==> config.mk <==
export PLATFORM = sky130hd
export DESIGN_NAME = timer_ctrl
export DESIGN_NICKNAME = d
export VERILOG_FILES = /design/src/rtl/timer_pkg.sv /design/src/rtl/blink_gen.sv /design/src/rtl/timer_ctrl.sv
export SDC_FILE = /design/constraint.sdc
export NUM_CORES = 1
export LEC_CHECK = 0
export CAP_MARGIN = 20
export CORE_MARGIN = 3
export CORE_UTILIZATION = 60
export CTS_BUF_LIST = sky130_fd_sc_hd__clkbuf_8
export DETAILED_ROUTE_END_ITERATION = 6
export MAX_ROUTING_LAYER = met4
export PLACE_DENSITY = 0.84
export SYNTH_ARGS = -nofsm -noshare
export SYNTH_HDL_FRONTEND = slang
export SYNTH_SLANG_ARGS = --single-unit
==> constraint.sdc <==
create_clock -name clk -period 5.9 [get_ports clk]
set_input_delay 1.18 -clock clk [delete_from_list [all_inputs] [get_ports clk]]
set_output_delay 1.18 -clock clk [all_outputs]
set_load 0.005 [all_outputs]
==> src/rtl/timer_pkg.sv <==
// timer_pkg: shared definitions for the countdown-timer control unit.
//   state_e        FSM states (IDLE, SET, RUN, PAUSE, DONE)
//   F_SEC/MIN/HOUR codes for the edited field driven on o_field
//   MASK_LO/HI     FND digit masks for the low / high display field
//   field_mask()   digit mask belonging to a field code
//   next_field()   SEC -> MIN -> HOUR -> SEC edit rotation
package timer_pkg;

  typedef enum logic [2:0] {
    S_IDLE  = 3'd0,
    S_SET   = 3'd1,
    S_RUN   = 3'd2,
    S_PAUSE = 3'd3,
    S_DONE  = 3'd4
  } state_e;

  localparam logic [1:0] F_SEC  = 2'd0;
  localparam logic [1:0] F_MIN  = 2'd1;
  localparam logic [1:0] F_HOUR = 2'd2;

  localparam logic [3:0] MASK_LO = 4'b0011;
  localparam logic [3:0] MASK_HI = 4'b1100;

  // Seconds sit on the low digit pair; minutes and hours both use the high pair.
  function automatic logic [3:0] field_mask(input logic [1:0] f);
    return (f == F_SEC) ? MASK_LO : MASK_HI;
  endfunction

  function automatic logic [1:0] next_field(input logic [1:0] f);
    case (f)
      F_SEC:   return F_MIN;
      F_MIN:   return F_HOUR;
      default: return F_SEC;
    endcase
  endfunction

endpackage

==> src/rtl/blink_gen.sv <==
// blink_gen: blink phase generator for the field being edited.
//   Counts clk cycles while en is high; every BLINK_DIV cycles the phase toggles.
//   restart zeroes counter and phase (takes priority over en).
// Ports:
//   clk, rst   clock, synchronous active-high reset
//   en         count enable
//   restart    zero counter and phase on this edge
//   phase      registered blink phase
//   phase_nxt  value phase takes at the next edge (lets the parent register
//              its blink mask in the same cycle as the phase flop)
module blink_gen #(
  parameter int BLINK_DIV = 25_000_000
) (
  input  logic clk,
  input  logic rst,
  input  logic en,
  input  logic restart,
  output logic phase,
  output logic phase_nxt
);

  localparam int CW = (BLINK_DIV > 1) ? $clog2(BLINK_DIV) : 1;
  localparam logic [CW-1:0] CNT_LAST = CW'(BLINK_DIV - 1);

  logic [CW-1:0] cnt_q, cnt_d;
  logic          phase_q, phase_d;

  always_comb begin
    cnt_d   = cnt_q;
    phase_d = phase_q;
    if (restart) begin
      cnt_d   = '0;
      phase_d = 1'b0;
    end else if (en) begin
      if (cnt_q == CNT_LAST) begin
        cnt_d   = '0;
        phase_d = ~phase_q;
      end else begin
        cnt_d = cnt_q + 1'b1;
      end
    end
  end

  always_ff @(posedge clk) begin
    if (rst) begin
      cnt_q   <= '0;
      phase_q <= 1'b0;
    end else begin
      cnt_q   <= cnt_d;
      phase_q <= phase_d;
    end
  end

  assign phase     = phase_q;
  assign phase_nxt = phase_d;

endmodule

==> src/rtl/timer_ctrl.sv <==
// timer_ctrl: control unit for the countdown-timer datapath.
//   Sequences IDLE / SET / RUN / PAUSE / DONE from debounced one-cycle button
//   pulses and drives the datapath strobes plus the FND blink mask.
//   Every output is a flop; an input pulse shows on the outputs one cycle later.
//   Same-cycle button priority: clr > start > mode > up > down.
// Build option:
//   TIMER_ALARM_TO_EN  when defined, DONE returns to IDLE (with o_clear) after
//                      ALARM_CYC cycles without a button; otherwise DONE holds.
// Ports:
//   clk, rst      clock, synchronous active-high reset
//   i_btn_*       one-cycle button pulses (mode, start, up, down, clr)
//   i_zero        datapath reports all fields zero
//   o_run_en      datapath count enable (RUN only)
//   o_clear       one-cycle datapath clear
//   o_field       field being edited (0=SEC, 1=MIN, 2=HOUR)
//   o_inc, o_dec  one-cycle +1 / -1 strobes on o_field (SET only)
//   o_blink       per-digit blank mask (1 = blank)
//   o_alarm       high while in DONE
module timer_ctrl
  import timer_pkg::*;
#(
  parameter int BLINK_DIV = 25_000_000,
  parameter int ALARM_CYC = 500_000_000
) (
  input  logic       clk,
  input  logic       rst,
  input  logic       i_btn_mode,
  input  logic       i_btn_start,
  input  logic       i_btn_up,
  input  logic       i_btn_down,
  input  logic       i_btn_clr,
  input  logic       i_zero,
  output logic       o_run_en,
  output logic       o_clear,
  output logic [1:0] o_field,
  output logic       o_inc,
  output logic       o_dec,
  output logic [3:0] o_blink,
  output logic       o_alarm
);

  state_e     state_q, state_d;
  logic [1:0] field_q, field_d;
  logic       run_en_q, run_en_d;
  logic       clear_q, clear_d;
  logic       inc_q, inc_d;
  logic       dec_q, dec_d;
  logic [3:0] blink_q, blink_d;
  logic       alarm_q, alarm_d;

  logic any_btn;
  logic alarm_tmo;
  logic blink_en, blink_restart, blink_phase, blink_phase_nxt;

  assign any_btn = i_btn_mode | i_btn_start | i_btn_up | i_btn_down | i_btn_clr;

`ifdef TIMER_ALARM_TO_EN
  localparam int AW = (ALARM_CYC > 1) ? $clog2(ALARM_CYC) : 1;
  localparam logic [AW-1:0] ALARM_LAST = AW'(ALARM_CYC - 1);

  logic [AW-1:0] alarm_cnt_q, alarm_cnt_d;

  // Counter is 0 on the first DONE cycle and only advances while DONE persists.
  assign alarm_cnt_d = (state_q == S_DONE && state_d == S_DONE) ? alarm_cnt_q + 1'b1 : '0;
  assign alarm_tmo   = (state_q == S_DONE) && (alarm_cnt_q == ALARM_LAST);

  always_ff @(posedge clk) begin
    if (rst) alarm_cnt_q <= '0;
    else     alarm_cnt_q <= alarm_cnt_d;
  end
`else
  logic unused_alarm_cyc;
  assign alarm_tmo        = 1'b0;
  assign unused_alarm_cyc = ALARM_CYC[0];
`endif

  // Next-state and edited-field logic.
  always_comb begin
    state_d = state_q;
    field_d = field_q;
    case (state_q)
      S_IDLE: begin
        if (i_btn_clr) begin
          state_d = S_IDLE;
        end else if (i_btn_start) begin
          if (!i_zero) state_d = S_RUN;
        end else if (i_btn_mode) begin
          state_d = S_SET;
          field_d = F_SEC;
        end
      end
      S_SET: begin
        if (i_btn_clr || i_btn_start) state_d = S_IDLE;
        else if (i_btn_mode)          field_d = next_field(field_q);
      end
      S_RUN: begin
        // Reaching zero outranks any button in the same cycle.
        if (i_zero)           state_d = S_DONE;
        else if (i_btn_clr)   state_d = S_IDLE;
        else if (i_btn_start) state_d = S_PAUSE;
      end
      S_PAUSE: begin
        if (i_btn_clr)                   state_d = S_IDLE;
        else if (i_btn_start && !i_zero) state_d = S_RUN;
      end
      S_DONE: begin
        if (any_btn || alarm_tmo) state_d = S_IDLE;
      end
      default: state_d = S_IDLE;
    endcase
  end

  // Output decode; values land in the output flops together with the state.
  always_comb begin
    clear_d = 1'b0;
    inc_d   = 1'b0;
    dec_d   = 1'b0;
    case (state_q)
      S_IDLE, S_SET, S_PAUSE: clear_d = i_btn_clr;
      S_RUN:                  clear_d = i_btn_clr & ~i_zero;
      S_DONE:                 clear_d = any_btn | alarm_tmo;
      default:                clear_d = 1'b0;
    endcase
    if (state_q == S_SET && !i_btn_clr && !i_btn_start && !i_btn_mode) begin
      inc_d = i_btn_up;
      dec_d = i_btn_down & ~i_btn_up;
    end
    run_en_d = (state_d == S_RUN);
    alarm_d  = (state_d == S_DONE);
    blink_d  = (state_d == S_SET && blink_phase_nxt) ? field_mask(field_d) : 4'b0000;
  end

  // Blink timing restarts whenever the visible field changes or SET is entered.
  assign blink_en      = (state_q == S_SET) && (state_d == S_SET);
  assign blink_restart = (state_d == S_SET) && ((state_q != S_SET) || (field_d != field_q));

  blink_gen #(
    .BLINK_DIV (BLINK_DIV)
  ) u_blink (
    .clk       (clk),
    .rst       (rst),
    .en        (blink_en),
    .restart   (blink_restart),
    .phase     (blink_phase),
    .phase_nxt (blink_phase_nxt)
  );

  always_ff @(posedge clk) begin
    if (rst) begin
      state_q  <= S_IDLE;
      field_q  <= F_SEC;
      run_en_q <= 1'b0;
      clear_q  <= 1'b0;
      inc_q    <= 1'b0;
      dec_q    <= 1'b0;
      blink_q  <= 4'b0000;
      alarm_q  <= 1'b0;
    end else begin
      state_q  <= state_d;
      field_q  <= field_d;
      run_en_q <= run_en_d;
      clear_q  <= clear_d;
      inc_q    <= inc_d;
      dec_q    <= dec_d;
      blink_q  <= blink_d;
      alarm_q  <= alarm_d;
    end
  end

  logic unused_phase;
  assign unused_phase = blink_phase;

  assign o_run_en = run_en_q;
  assign o_clear  = clear_q;
  assign o_field  = field_q;
  assign o_inc    = inc_q;
  assign o_dec    = dec_q;
  assign o_blink  = blink_q;
  assign o_alarm  = alarm_q;

endmodule

[Word level (Yosys, flattened, before mapping)]
Cells that the tools add are included.
Storage, ports and cells
  register bits: 40
  logic and storage cells: 78
  output and inout bits: 11
  input port bits: 8
Operators by class
  multiplexer cells: 25
  equal/unequal tests: 11
  reduce and logical (&&, ||, !) cells: 20
  add/sub/neg operators: 1
  bitwise operators: 11
Operator list (count)
  $mux 3: 11
  $add 25x1->25 const B: 1
  $eq 25x25->1 const B: 1
  $mux 25: 1
  $pmux 3 s5: 1
  $mux 2: 5
  $eq 3x2->1 const B: 3
  $pmux 2 s2: 2
  $logic_and 1x1->1: 7
  $eq 3x1->1 const B: 2
  $eq 3x3->1 const B: 2
  $reduce_or 2->1: 3
  $not 1->1: 5
  $logic_not 1->1: 4
  $logic_not 2->1: 2
  $mux 4: 1
  $or 1x1->1: 4
  $logic_not 3->1: 1
  $mux 1: 3
  $ne 3x1->1 const B: 1
  $pmux 1 s3: 1
  $reduce_or 3->1: 1
  $and 1x1->1: 2
  $eq 2x1->1 const B: 1
  2 further kinds: 3

[Longest topological paths before layout]
  depth after elaboration: 13
  depth in mapped cells: 7

[Cells and area by module]
From an unflattened synthesis, not the netlist that was laid out.
Unflattened totals
  cell total of the unflattened synthesis: 205
  area, all modules: 1799.2 sq um
By module, submodules not included
  blink_gen: cells each 146, times used 1, area an instance 1246.2 sq um
  timer_ctrl: cells each 59, times used 1, area an instance 553.0 sq um

[Worst setup path after synthesis]
OpenSTA, ideal clock, no wires.
  kind: input to register
  start: in i_btn_start
  end: reg u_blink.cnt_q[24]
  slack: 2.764 ns
  arrival time: 3.049 ns
  buffers on the path: 1
  data required time: 5.814 ns
  stages: 5
  cell sequence: or4b_4 -> or4_1 -> clkbuf_1 -> or4_4 -> a221oi_2
Between the ends
  word-level cells in the longest chain between the ends: 9
RTL lines
  from (decl): RTL line timer_ctrl.sv:28  | input logic i_btn_start,
  $or 1x1->1 (4 in series): RTL line timer_ctrl.sv:55  | assign any_btn = i_btn_mode | i_btn_start | i_btn_up | i_btn_down | i_btn_clr;
  $mux 3: RTL line timer_ctrl.sv:107  | if (any_btn || alarm_tmo) state_d = S_IDLE;
  $pmux 3 s5: RTL line timer_ctrl.sv:81  | case (state_q)
  $eq 3x1->1: RTL line timer_ctrl.sv:134, timer_ctrl.sv:135
  $logic_and 1x1->1: RTL line timer_ctrl.sv:135  | assign blink_restart = (state_d == S_SET) && ((state_q != S_SET) || (field_d != field_q));
  $reduce_or 2->1 (no source line)
  to (signal assigned): RTL line blink_gen.sv:49  | cnt_q <= cnt_d;
  to (decl): RTL line blink_gen.sv:25  | logic [CW-1:0] cnt_q, cnt_d;
Several ways; a longest one is shown, not always the timed one.
A chain may end at the register's enable or synchronous reset.

[Worst setup path after layout]
  start: in i_btn_clr
  end: reg u_blink.cnt_q[24]
Between the ends
  word-level cells in the longest chain between the ends: 7
RTL lines
  from (decl): RTL line timer_ctrl.sv:31  | input logic i_btn_clr,
  parallel branches: the longest is 7 deep, another holds $pmux 3 s5
Several ways; the timed one is not identified.

==> flow_metrics.env <==
export IMPL_status="completed"
export IMPL_cts_root_buffer="clkbuf_8"
export IMPL_cp_end_kind="flop"
export IMPL_dieArea_sq_um=3760
export IMPL_hold_path_class="flop to flop"
export IMPL_worst_slack_ns=2.16
export IMPL_postCtsHoldBufs=0
export IMPL_drtPass1Iterations=4
export IMPL_wl_met2_um=1940
export IMPL_grt_use_total_pct=24.6
export IMPL_path_clk_slew_ns=0.07
export IMPL_synthCells=216
export IMPL_yosys_warnings=0
export IMPL_synth_xor_area_share_pct=2.86
export IMPL_die_w_um=61.3
export IMPL_p_total_uw=442
export IMPL_vias=1689
export IMPL_critPathCapture="u_blink.cnt_q[24]"
export IMPL_grt_start_max_net_pins=18
export IMPL_postCtsSetupRepairBufs=0
export IMPL_route_detailed_drc=0
export IMPL_slowest_delay_ns=0.77
export IMPL_path_max_fanout=16
export IMPL_postLayoutCoreUtil_pct=73.7
export IMPL_ant_nets=0
export IMPL_drive_gt1_share_pct=5.24
export IMPL_rsz0062_at_grt="no"
export IMPL_core_area_sq_um=2830
export IMPL_reg2reg_from="state_q[0]"
export IMPL_powerDensity_nw_per_um2=212
export IMPL_cts_tree="built"
export IMPL_finalCritPeriodShare_pct=63.4
export IMPL_drt_initial_drc_count=128
export IMPL_combPwrFrac_pct=5.2
export IMPL_overflow=0
export IMPL_post_cts_resize_count=0
export IMPL_antenna_cells=0
export IMPL_synth_seq_cells=38
export IMPL_grt_pass1_wl_um=6650
export IMPL_min_period_ns=3.74
export IMPL_crit_start="i_btn_clr"
export IMPL_synth_simple_gate_area_share_pct=30.7
export IMPL_synthArstFlopShare_pct=0
export IMPL_pwr_share_clk_pct=36.0
export IMPL_antenna_found_initial=0
export IMPL_worstMarginPinSlew_ns=0.860
export IMPL_critPathArrivalTime_ns=3.94
export IMPL_switching_share_pct=21.7
export IMPL_synth_compound_area_share_pct=18.9
export IMPL_routed_wl_um=4050
export IMPL_viasPerCell=6.50
export IMPL_crit_chain="clkdlybuf4s50_1, or4b_4, or4_1, or4_4, a221oi_2"
export IMPL_rows=19
export IMPL_p_sw_uw=96.1
export IMPL_cp_slowest_cell="or4_1"
export IMPL_cts_sinks=38
export IMPL_m1WireLength_um=1830
export IMPL_synth_top_family_by_area="simple AND/OR/NAND/NOR gates"
export IMPL_fin_nets=238
export IMPL_cp_required_ns=6.10
export IMPL_postSynthAreaPerCell_sq_um=8.50
export IMPL_p_leak_uw=0.000649
export IMPL_max_slew_margin_pct=41.8
export IMPL_synth_ff_type="dfxtp_1"
export IMPL_fin_setup_tns_ns=0
export IMPL_r2r_slack_ns=3.18
export IMPL_yosys_area_share_adder_pct=0.681
export IMPL_drv_cap=0
export IMPL_io_buffer_count=18
export IMPL_wl_per_cell_um=15.6
export IMPL_crit_type="primary input to flop"
export IMPL_wl_met3_um=193
export IMPL_fin_skew_ns=0.00561
export IMPL_syn_area_sq_um=1840
export IMPL_gp_congestion=0.986
export IMPL_rr_worst_depth=4
export IMPL_fin_hold_ws_ns=0.474
export IMPL_htree_levels=2
export IMPL_p_int_uw=346
export IMPL_fillers=219
export IMPL_dp_hpwl_um=2970
export IMPL_die_h_um=61.3
export IMPL_top_layer="met4"
export IMPL_clockBufferDepth=2
export IMPL_initial_core_util_pct=64.9
export IMPL_area_growth_pct=13.5
export IMPL_grt_pass1_vias=1501
export IMPL_fmax_mhz=267
export IMPL_place_ws_ns=1.90
export IMPL_ios=19
export IMPL_finalHoldViolations=0
export IMPL_synth_seq_area_share_pct=41.4
export IMPL_cts_buffers=5
export IMPL_synth_edff_count=0
export IMPL_power_frac_seq_pct=58.7
export IMPL_muxShareOfSynthArea_pct=0.545
export IMPL_ys_types=43
export IMPL_ir_drop_mv=0.176
export IMPL_drv_slew=0
export IMPL_syn_nets=225
export IMPL_timing_rr_end="u_blink.cnt_q[24]"
export IMPL_setup_viol=0
export IMPL_start_kind="primary input"
export IMPL_clk_latency_ns=0.28
cell type report:
class	count	area [sq um]	share of cell area, %
Timing Repair Buffer	19	188	9.00
Sequential cell	38	761	36.5
Clock buffer	5	68.8	3.30
Tap cell	31	38.8	1.86
Inverter	8	30.0	1.44
Multi-Input combinational cell	157	991	47.5
Clock inverter	2	7.51	0.360
per-layer routing:
metal | vias up | GRT usage, %
met5 | - | -
met4 | 0 | 10.3
met1 | 789 | 31.7
met2 | 52 | 36.4
met3 | 11 | 6.50
li1 | 837 | -
flip-flops by register name (all words and copies together) (netlist names):
register and count:
o_inc 1, o_clear 1, state_q 3, o_alarm 1, o_field 2, o_run_en 1
o_dec 1, u_blink.cnt_q 25, o_blink 2, u_blink.phase 1
cell families (layout without fill, tap and decap cells):
logic type                 Yosys count  after routing
DFF                                 38             38
adders and majority gates            1              1
xor gates and xnor gates             6              6
muxes                                1              1
and+or+nand+nor                     93             93
buffers and inverters               21             34
AOI/OAI and AO/OA                   56             56
per-stage QoR:
step           std cells  instance area (sq um)
3_5_place_dp         253                   2010
4_1_cts              260                   2080
5_1_grt              260                   2080
2_1_floorplan        216                   1840
6_report             260                   2080
3_3_place_gp         253                   2010
placed cells by master, fill, tap and decap left out, types with 3 or more instances in the layout:
cell type,synthesis,routed
nor3b_1,3,3
xnor2_1,4,4
o21ai_0,7,7
or3_1,8,8
nor2_1,12,12
o31ai_1,9,8
nand4_1,9,9
nor4b_1,3,3
nor3_1,5,5
nand2_1,12,12
clkdlybuf4s50_1,0,18
o21ai_1,4,4
and3_1,4,4
nand3_1,7,7
dfxtp_1,38,38
nand2b_1,6,6
clkbuf_8,0,5
a211oi_1,5,5
or4_1,11,11
a21oi_1,23,23
inv_1,8,10
power groups by stage:
stage / registers [uW] / logic [uW] / clock network (uW)
after floorplan: 264 / 12.5 / 0
after global placement: 265 / 22.1 / 0
after detailed placement: 266 / 22.7 / 0
after CTS: 260 / 22.9 / 164
after global routing: 260 / 25.6 / 181
final: 260 / 23.1 / 159
how the worst min path moves through the flow:
stage / end / cells after the start / slack [ns] / from
floorplan: u_blink.cnt_q[22] / 2 / 0.43 / u_blink.cnt_q[22]
global placement: u_blink.cnt_q[22] / 2 / 0.45 / u_blink.cnt_q[22]
detailed placement: u_blink.cnt_q[22] / 2 / 0.46 / u_blink.cnt_q[22]
CTS: u_blink.cnt_q[22] / 2 / 0.47 / u_blink.cnt_q[22]
global route: u_blink.cnt_q[22] / 2 / 0.49 / u_blink.cnt_q[22]
finish: u_blink.cnt_q[22] / 2 / 0.47 / u_blink.cnt_q[22]
synth_stat cells, drive strengths merged (7+ instances only):
master	instances	area share [%]
nor2	12	2.5
nand2	12	2.5
or4	12	5.1
dfxtp	38	41
nand3	7	1.9
clkbuf	7	1.4
a21oi	23	6.3
or3	8	2.7
inv	8	1.6
o21ai	11	3.0
nand4	9	3.1
o31ai	9	3.7
critical path, delay by kind of cell:
family | cells | cell delay, ns
buf+inv | 1 | 0.54
compound gates | 1 | 0.27
simple gates | 3 | 1.94
(Power assumes the default switching activity.)
